[config.mk]
export PLATFORM = sky130hd
export DESIGN_NAME = mem_arbiter
export DESIGN_NICKNAME = d
export VERILOG_FILES = /design/src/rtl/mem_arbiter.sv
export SDC_FILE = /design/constraint.sdc
export NUM_CORES = 1
export LEC_CHECK = 0
export ABC_CLOCK_PERIOD_IN_PS = 1800
export BUFFER_PORTS_ARGS = -buffer_cell sky130_fd_sc_hd__buf_4
export CAP_MARGIN = 20
export CORE_MARGIN = 10
export CORE_UTILIZATION = 42
export CTS_BUF_LIST = sky130_fd_sc_hd__clkbuf_16
export DETAILED_ROUTE_END_ITERATION = 12
export GPL_TIMING_DRIVEN = 0
export MAX_ROUTING_LAYER = met4
export PLACE_DENSITY = 0.81
export SYNTH_ARGS = -nofsm -noshare
export SYNTH_HDL_FRONTEND = slang
export SYNTH_SLANG_ARGS = --single-unit
[constraint.sdc]
create_clock -name clk -period 1.8 [get_ports clk]
set_input_delay 0.36 -clock clk [delete_from_list [all_inputs] [get_ports clk]]
set_output_delay 0.36 -clock clk [all_outputs]
set_load 0.05 [all_outputs]
[src/rtl/mem_arbiter.sv]
// Two-requester arbiter for a shared memory bus: a data port and an instruction
// fetch port. Data wins ties unless a waiting fetch has been passed over too often.
module mem_arbiter #(
    parameter int STARVE_MAX = 4
) (
    input  logic        clk,
    input  logic        rst,
    input  logic        if_req,
    input  logic [31:0] if_addr,
    input  logic        mem_req,
    input  logic        mem_we,
    input  logic [31:0] mem_addr,
    input  logic [31:0] mem_wdata,
    input  logic [3:0]  mem_sel,
    input  logic        flush,
    input  logic        bus_ack,
    input  logic [31:0] bus_rdata,
    output logic        bus_req,
    output logic        bus_we,
    output logic [31:0] bus_addr,
    output logic [31:0] bus_wdata,
    output logic [3:0]  bus_sel,
    output logic        if_ack,
    output logic        mem_ack,
    output logic [31:0] if_rdata,
    output logic [31:0] mem_rdata,
    output logic        stallreq
);

    typedef enum logic [1:0] {
        IDLE     = 2'd0,
        BUSY_IF  = 2'd1,
        BUSY_MEM = 2'd2
    } state_t;

    localparam logic [2:0] STARVE_LIM = 3'(STARVE_MAX);

    state_t      state_reg, state_next;
    logic [2:0]  starve_cnt_reg, starve_cnt_next;
    logic        discard_reg, discard_next;
    logic        armed_reg;
    logic        bus_req_reg, bus_req_next;
    logic        bus_we_reg, bus_we_next;
    logic [31:0] bus_addr_reg, bus_addr_next;
    logic [31:0] bus_wdata_reg, bus_wdata_next;
    logic [3:0]  bus_sel_reg, bus_sel_next;

    // armed_reg holds off arbitration for the first edge after reset release.
    always_ff @(posedge clk or negedge rst) begin
        if (!rst) begin
            state_reg      <= IDLE;
            starve_cnt_reg <= 3'd0;
            discard_reg    <= 1'b0;
            armed_reg      <= 1'b0;
            bus_req_reg    <= 1'b0;
            bus_we_reg     <= 1'b0;
            bus_addr_reg   <= 32'd0;
            bus_wdata_reg  <= 32'd0;
            bus_sel_reg    <= 4'd0;
        end else begin
            state_reg      <= state_next;
            starve_cnt_reg <= starve_cnt_next;
            discard_reg    <= discard_next;
            armed_reg      <= 1'b1;
            bus_req_reg    <= bus_req_next;
            bus_we_reg     <= bus_we_next;
            bus_addr_reg   <= bus_addr_next;
            bus_wdata_reg  <= bus_wdata_next;
            bus_sel_reg    <= bus_sel_next;
        end
    end

    always_comb begin
        state_next      = state_reg;
        starve_cnt_next = starve_cnt_reg;
        discard_next    = discard_reg;
        bus_req_next    = bus_req_reg;
        bus_we_next     = bus_we_reg;
        bus_addr_next   = bus_addr_reg;
        bus_wdata_next  = bus_wdata_reg;
        bus_sel_next    = bus_sel_reg;
        case (state_reg)
            IDLE: begin
                if (armed_reg && if_req && (!mem_req || starve_cnt_reg == STARVE_LIM)) begin
                    state_next      = BUSY_IF;
                    starve_cnt_next = 3'd0;
                    bus_req_next    = 1'b1;
                    bus_we_next     = 1'b0;
                    bus_addr_next   = if_addr;
                    bus_wdata_next  = 32'd0;
                    bus_sel_next    = 4'b1111;
                end else if (armed_reg && mem_req) begin
                    state_next     = BUSY_MEM;
                    bus_req_next   = 1'b1;
                    bus_we_next    = mem_we;
                    bus_addr_next  = mem_addr;
                    bus_wdata_next = mem_wdata;
                    bus_sel_next   = mem_sel;
                    // Only grants that actually made a fetch wait count toward starvation.
                    if (if_req && starve_cnt_reg != STARVE_LIM)
                        starve_cnt_next = starve_cnt_reg + 3'd1;
                end
            end
            BUSY_IF: begin
                if (flush)
                    discard_next = 1'b1;
                if (bus_ack) begin
                    state_next   = IDLE;
                    bus_req_next = 1'b0;
                    discard_next = 1'b0;
                end
            end
            BUSY_MEM: begin
                if (bus_ack) begin
                    state_next   = IDLE;
                    bus_req_next = 1'b0;
                end
            end
            default: state_next = IDLE;
        endcase
    end

    assign bus_req   = bus_req_reg;
    assign bus_we    = bus_we_reg;
    assign bus_addr  = bus_addr_reg;
    assign bus_wdata = bus_wdata_reg;
    assign bus_sel   = bus_sel_reg;

    // A flush arriving in the completion cycle itself must also drop the fetch result.
    assign if_ack    = (state_reg == BUSY_IF) && bus_ack && !discard_reg && !flush;
    assign mem_ack   = (state_reg == BUSY_MEM) && bus_ack;
    assign if_rdata  = bus_rdata;
    assign mem_rdata = bus_rdata;
    assign stallreq  = (if_req && !if_ack) || (mem_req && !mem_ack);

endmodule

== Word-level counts from Yosys, hierarchy flattened ==
Cells that the tools add are included.

* Logic and storage cells: 65
* Register bits: 77
* Input bits: 139

* Multiplexer cells: 21
* Eq/ne operators: 6
* Add/sub/neg operators: 1
* Reduce and logical (&&, ||, !) cells: 28

{| class="wikitable"
|+ Operators with widths
! kind !! number
|-
| 2-to-1 mux 32 bit || 4
|-
| logical AND 1 bit || 10
|-
| 2-to-1 mux 3 bit || 3
|-
| 2-to-1 mux 4 bit || 2
|-
| nonzero test 2 bit || 4
|-
| 2-to-1 mux 1 bit || 7
|-
| 2-to-1 mux 2 bit || 3
|-
| != test 3 bit (second input constant) || 2
|-
| AND reduction 2 bit || 3
|-
| AND reduction 3 bit || 2
|-
| logical NOT 1 bit || 5
|-
| one-hot mux 2 bit (2 select lines) || 1
|-
| adder 3 x 1 -> 3 bit (second input constant) || 1
|-
| == test 3 bit (second input constant) || 1
|-
| == test 2 x 1 -> 1 bit (second input constant) || 1
|-
| == test 2 bit (second input constant) || 1
|-
| logical NOT 2 bit || 1
|-
| logical OR 1 bit || 2
|-
| != test 2 x 1 -> 1 bit (second input constant) || 1
|-
| one-hot mux 1 bit (2 select lines) || 1
|-
| OR reduction 2 bit || 1
|}

== Longest topological paths before layout ==
Gate-level depths: netlist of the first run.

* Depth in word-level cells: 7
* Gate-level depth with buffers: 7

== Worst setup path before layout of the first run ==
OpenSTA, ideal clock, no wires.

* Kind: reg-to-output
* From: register state_reg[1]
* To: output port stallreq
* Stages on the path, launching flop included: 6
* Arrival time: 2.509 ns
* Setup slack: -1.069 ns
* Path buffers: 0
* Cell sequence: dfrtp_1 inv_1 ha_1 nand2_1 nor3_1 o22ai_1

* Word-level cells in the longest chain between the ends: 7

{| class="wikitable"
|+ RTL lines
! what !! RTL line !! text
|-
| start, declared || 38 || <nowiki>state_t state_reg, state_next;</nowiki>
|-
| start signal, assigned || 61 || <nowiki>state_reg <= state_next;</nowiki>
|-
| == test 2 x 1 -> 1 bit || 130 || <nowiki>assign if_ack = (state_reg == BUSY_IF) && bus_ack && !discard_reg && !flush;</nowiki>
|-
| logical AND 1 bit (3 in series) || 130 ||
|-
| via if_ack || 23 || <nowiki>output logic if_ack,</nowiki>
|-
| logical NOT 1 bit || 134 || <nowiki>assign stallreq = (if_req && !if_ack) || (mem_req && !mem_ack);</nowiki>
|-
| logical AND 1 bit || 134 ||
|-
| logical OR 1 bit || 134 ||
|-
| end, declared || 27 || <nowiki>output logic stallreq</nowiki>
|}

The timed path passes the listed nets, and every way through them passes these cells.

== Worst setup path after layout of the first run ==
* From: register state_reg[1]
* To: output port stallreq

* Word-level cells in the longest chain between the ends: 7

{| class="wikitable"
|+ RTL lines
! what !! RTL line
|-
| == test 2 x 1 -> 1 bit || 130
|-
| logical AND 1 bit (3 in series) || 130
|-
| logical NOT 1 bit || 134
|-
| logical AND 1 bit || 134
|-
| logical OR 1 bit * || 134
|}

Mark *: on every way between the ends. The rest lies on a longest branch, timed or not.

==> impl_metrics.ini, run 1 <==
[grt]
grt_max_degree = 78
first_global_vias = 4244
grt_pass1_wl_um = 23190
gr-total-overflow = 0
antenna_found_initial = 0
track_usage = 0.2093

[sta]
timing.fmax_mhz = 553.3
worst_pin_slew_ps = 968.3
rsz0062_at_grt = true
finalCritPeriodShare = 1.004
fin_ws_ps = -7.178
period_needed_ps = 1807
slew_headroom = 0.3545
whs_ps = 184.9
hold_viol_final = 0
setup_viol_count_final = 1
finalMaxSlewViolations = 0
finClkSkew_ps = 6.228

[die]
io-pin-count = 276
coreArea_um2 = 9328
die_h_um = 118.3
initial_core_util = 0.4349
die_area_um2 = 13990
rows = 35
die_w_um = 118.3

[route]
wl_per_cell_um = 19.27
ant_nets = 0
vias_per_cell = 5.016
dr_total_vias = 3862
drtPass1Iterations = 4
dr.first_iter.drc_count = 260
postRouteWirelength_um = 14840
detail_route.drc_violations = 0

[yosys]
synth-compound-area-share = 0.2650
synth_top_family_by_area = compound AO/OA/AOI/OAI gates
syn_area_um2 = 4056
ys_ff_latch = 77
synth_xor_area_frac = 0
synthCells = 379
ys_seq_area_frac = 0.4750
yosysWarnings = 0
syn_nets = 523
ys_types = 30
synthAdderAreaFrac = 0.01542
syn_area_per_cell_um2 = 10.70
synthMuxAreaShare = 0
synth_simple_gate_area_share = 0.07958

[worst_setup_path]
critPathMaxStageDelay_ps = 400
endpoint_kind = output pin
setup.worst_path.class = reg2out
critPathSlowestCell = dfrtp_1
cpLargestDelayFamily = flip-flops
crit_fanout = 3
worst-path-stages = 6
cp.buffers_inverters = 2
required_ps = 1440
cp.arrival_ps = 1450
worstSetupStartpointType = register
worst-r2r-cell-count = 7
crit_chain = inv_2 -> ha_4 -> nand2_4 -> nor3_4 -> o22ai_4 -> buf_6

[clocking]
cts_tree = done
clkSinkCount = 77
cts.reportedPaths.clkPinSlew_ps = 60
root_buffer = clkbuf_16
postCtsHoldBufs = 0
numCtsBuffers = 9
cts.path.max_buffers = 2
htreeDepth = 3
insertion_delay_ps = 320

[final_layout]
utilization = 0.6918
syn2layout_area_growth_pct = 59.07
mostFrequentLayoutCell = buf_4
multi_input_area_um2 = 1526
regArea_um2 = 1927
diodes = 0
fill_cells = 737
layout-drive-gt1-share = 0.6115
layout_common_cells = buf_4, dfrtp_1, nand2_1, o211ai_1, a22o_1
nets = 780

[power_and_ir_drop]
power-per-cell-area_nw_per_um2 = 1743
vdd_drop_max_mv = 0.8319
leakage_uw = 0.003281

[placed_design]
port_buffers = 242
finalWeightedCongestion = 0.7916
place.detailed.hpwl_um = 12120
dp_slack_ps = -123.4

[run]
cap_violations = 0

[min_path]
hp-class = in2async

[run_status]
failed_checks = negative setup slack
status = finished, violations left
metrics by stage:
| step | area, µm² | TNS (ps) | total power [µW] | std cells |
|---|---|---|---|---|
| global placement | 6075 | -379.5 | 9263 | 750 |
| finish | 6452 | -7.178 | 11250 | 770 |
| CTS | 6416 | -29.65 | 11270 | 769 |
| detailed placement | 6075 | -1145 | 9407 | 750 |
| global route | 6452 | -131.2 | 11800 | 770 |
| floorplan | 4096 | 0 | 7277 | 379 |
final timing paths:
kind | start | endpoint | slack, ps
setup / recovery | state_reg[1]$_DFFE_PN0P_ | stallreq | -7
hold / removal | rst | bus_wdata[1]$_DFFE_PN0P_ | 180
setup reg to reg | starve_cnt_reg[0]$_DFFE_PN0P_ | bus_wdata[14]$_DFFE_PN0P_ | 110
hold reg to reg | bus_addr[18]$_DFFE_PN0P_ | bus_addr[18]$_DFFE_PN0P_ | 500
max in group asynchronous | rst | bus_addr[7]$_DFFE_PN0P_ | 990
min in group clk | mem_sel[0] | bus_sel[0]$_DFFE_PN0P_ | 250
timing repair:
item,in CTS,in global routing
endpoints found under the setup margin,32,43
pin swaps,4,2
gates resized for setup,10,14
hold endpoints to repair,0,0
buffers inserted,3,1
synth_stat cells:
cell	number	area share
a22o_1	33	0.071
nor3_1	1	0.0012
o31ai_1	1	0.0019
o211ai_1	34	0.063
buf_4	68	0.13
o22ai_1	2	0.0031
o211ai_2	31	0.096
a21oi_1	4	0.0049
nand3_1	2	0.0025
inv_1	6	0.0056
buf_1	2	0.0019
ha_1	5	0.015
o22a_1	4	0.0086
nor3b_1	1	0.0019
buf_2	7	0.0086
nor2b_1	1	0.0015
and2_1	1	0.0015
buf_6	4	0.011
o21ba_1	1	0.0025
and4_1	1	0.0022
o21ai_1	4	0.0049
nand2_1	71	0.066
conb_1	1	0.00092
or2_1	1	0.0015
o211a_1	1	0.0025
a21boi_4	1	0.0046
o32ai_1	1	0.0022
clkbuf_1	12	0.011
dfrtp_1	77	0.48
nand4_1	1	0.0015
cells by family after synthesis:
| logic type | Yosys count |
|---|---|
| DFF | 77 |
| other | 1 |
| and+or+nand+nor | 80 |
| buffers and inverters | 99 |
| AOI/OAI and AO/OA | 117 |
| adders and majority gates | 5 |
power breakdown:
part,internal (µW),switching (µW),total [µW]
clock network,1080,720,1790
registers,2490,451,2940
logic,2140,4380,6510
total,5700,5550,11200
routing by layer:
metal	up-vias	part of all wire	global-route usage
met1	1848	0.41	0.2415
met2	198	0.49	0.3487
met5	-	0	-
met3	13	0.090	0.06949
met4	0	0.011	0.04019
li1	1803	-	-
cell type report:
type | count | area share
multi-input cells | 203 | 0.2366
well taps | 129 | 0.02501
flip-flops and latches | 77 | 0.2986
inverters | 6 | 0.003490
clock buffers | 9 | 0.03490
clock inverters | 7 | 0.01144
repair buffers | 246 | 0.2880
plain buffers | 93 | 0.1020
(Power assumes the default switching activity.)
==> run 2, diff against run 1 <==
--- a/config.mk
+++ b/config.mk
@@ -9,12 +9,12 @@
 export BUFFER_PORTS_ARGS = -buffer_cell sky130_fd_sc_hd__buf_4
 export CAP_MARGIN = 20
 export CORE_MARGIN = 10
-export CORE_UTILIZATION = 42
-export CTS_BUF_LIST = sky130_fd_sc_hd__clkbuf_16
+export CORE_UTILIZATION = 43
+export CTS_BUF_LIST = sky130_fd_sc_hd__clkbuf_4
 export DETAILED_ROUTE_END_ITERATION = 12
 export GPL_TIMING_DRIVEN = 0
 export MAX_ROUTING_LAYER = met4
-export PLACE_DENSITY = 0.81
+export PLACE_DENSITY = 0.83
 export SYNTH_ARGS = -nofsm -noshare
 export SYNTH_HDL_FRONTEND = slang
 export SYNTH_SLANG_ARGS = --single-unit
==> impl_metrics.ini, run 2 (synthesis gave the netlist of run 1 again) <==
[run_status]
status = finished, violations left
failed_checks = negative setup slack

[placed_design]
placed_cell_area_um2 = 6052
place.detailed.hpwl_um = 11990
finalWeightedCongestion = 0.7742
port_buffers = 242

[route]
dr_wl_met3_um = 1587
wl_met1_um = 5870
ant_nets = 0
wl_met2_um = 7020
detail_route.drc_violations = 0
dr.first_iter.drc_count = 233
postRouteWirelength_um = 14640
vias_per_cell = 5.121
drtPass1Iterations = 4
dr_total_vias = 3856
highest_layer = met4
wl_per_cell_um = 19.45

[power_and_ir_drop]
p_clk_frac = 0.102
power-per-cell-area_nw_per_um2 = 1670
power_frac_seq = 0.279
power.internal_uw = 5054
power_uw = 10470
combinationalPowerShare = 0.618
vdd_drop_max_mv = 0.8452
swShare = 0.5174
leakage_uw = 0.003221
power_switching_uw = 5419

[clocking]
postCtsHoldBufs = 0
htreeDepth = 3
root_buffer = clkbuf_4
cts.path.max_buffers = 2
clkSinkCount = 77
cts.reportedPaths.clkPinSlew_ps = 140
insertion_delay_ps = 400
numCtsBuffers = 9
cts_tree = done

[final_layout]
mostFrequentLayoutCell = buf_4
multi_input_area_um2 = 1521
layout_common_cells = buf_4, dfrtp_1, nand2_1, o211ai_1, a22o_1
final_area_um2 = 6271
layout-drive-gt1-share = 0.6069
syn2layout_area_growth_pct = 54.60
fill_cells = 703
regArea_um2 = 1927
nets = 780

[sta]
finalMaxSlewViolations = 0
finalCritPeriodShare = 1.049
worst_pin_slew_ps = 996.7
period_needed_ps = 1887
hold_viol_final = 0
setup_viol_count_final = 2
finClkSkew_ps = 25.82
rsz0062_at_grt = true
timing.fmax_mhz = 529.8
fin_ws_ps = -87.37
slew_headroom = 0.3355

[die]
die_h_um = 117.1
die_area_um2 = 13720
rows = 35
die_w_um = 117.1
initial_core_util = 0.4411
io-pin-count = 276
coreArea_um2 = 9196

[worst_setup_path]
crit_chain = inv_2 -> ha_4 -> nand2_4 -> nor3_4 -> o22ai_4 -> buf_6
critPathMaxStageDelay_ps = 420
cp.arrival_ps = 1530
endpoint_kind = output pin
crit_fanout = 3
worstSetupStartpointType = register
r2r_end = bus_addr[18]$_DFFE_PN0P_
setup.worst_path.class = reg2out
worst-r2r-cell-count = 7
cp.buffers_inverters = 2
timing.rr.start = state_reg[0]$_DFFE_PN0P_
required_ps = 1440
critPathSlowestCell = dfrtp_1
cpLargestDelayFamily = flip-flops
r2r_slack_ps = 40

[grt]
antenna_found_initial = 0
gr-total-overflow = 0
first_global_vias = 4108
track_usage = 0.2036
grt_pass1_wl_um = 21360
grt_max_degree = 78

[run]
cap_violations = 0

[min_path]
hp-class = in2async
-- run 2: cell types whose count changed in the layout (fill, tap and decap cells not counted), moves of 2 or more --
cell       previous run  this run
clkbuf_16             9         0
clkbuf_4              2        11
ha_1                  1         3
ha_2                  3         1
clkbuf_2              5         7
-- run 2: cell type report --
cell class	count	area share
antenna	1	0.0003990
clock inverter	5	0.009777
clock buffer	11	0.01317
multi-input combinational	203	0.2426
tap	111	0.02215
sequential	77	0.3073
timing repair buffer	246	0.2969
inverter	6	0.003591
buffer	93	0.1042
-- run 2: how the worst max path moves through the flow --
stage / depth (start not counted) / start / end / slack, ps
2_1_floorplan: 5 / state_reg[1]$_DFFE_PN0P_ / stallreq / 30
6_report: 6 / state_reg[1]$_DFFE_PN0P_ / stallreq / -90
5_1_grt: 6 / state_reg[1]$_DFFE_PN0P_ / stallreq / -190
3_5_place_dp: 6 / state_reg[0]$_DFFE_PN0P_ / bus_addr[20]$_DFFE_PN0P_ / -120
4_1_cts: 6 / state_reg[1]$_DFFE_PN0P_ / stallreq / -120
3_3_place_gp: 6 / state_reg[0]$_DFFE_PN0P_ / bus_addr[24]$_DFFE_PN0P_ / -70
-- run 2: metrics by stage --
stage	worst slack [ps]	instances	util	hold WS [ps]	TNS, ps
final	-87.37	753	0.6819	97.17	-121.0
after global routing	-189.1	752	0.6816	121.6	-1859
after CTS	-122.3	750	0.6777	118.9	-255.6
after detailed placement	-123.6	732	0.6581	491.3	-1589
after global placement	-70.66	732	0.6581	481.5	-737.1
after floorplan	26.24	379	-	64.41	0
-- run 2: power by group through the flow --
stage,logic [µW],registers [µW],clock network (µW)
floorplan,1860,5410,0
global placement,6360,2910,0
detailed placement,6450,2970,0
CTS,6500,2920,1100
global route,6810,3020,1180
finish,6480,2930,1070
-- run 2: what timing repair did --
item / CTS / global route
gates resized for setup: 9 / 9
pin swaps: 1 / 0
gates cloned: 0 / 0
buffers inserted: 2 / 2
setup endpoints to repair: 33 / 39
-- run 2: layer usage --
metal,track usage,vias to the layer above
met4,0.04530,0
met5,-,-
met1,0.2354,1839
met2,0.3292,202
met3,0.07900,15
li1,-,1800
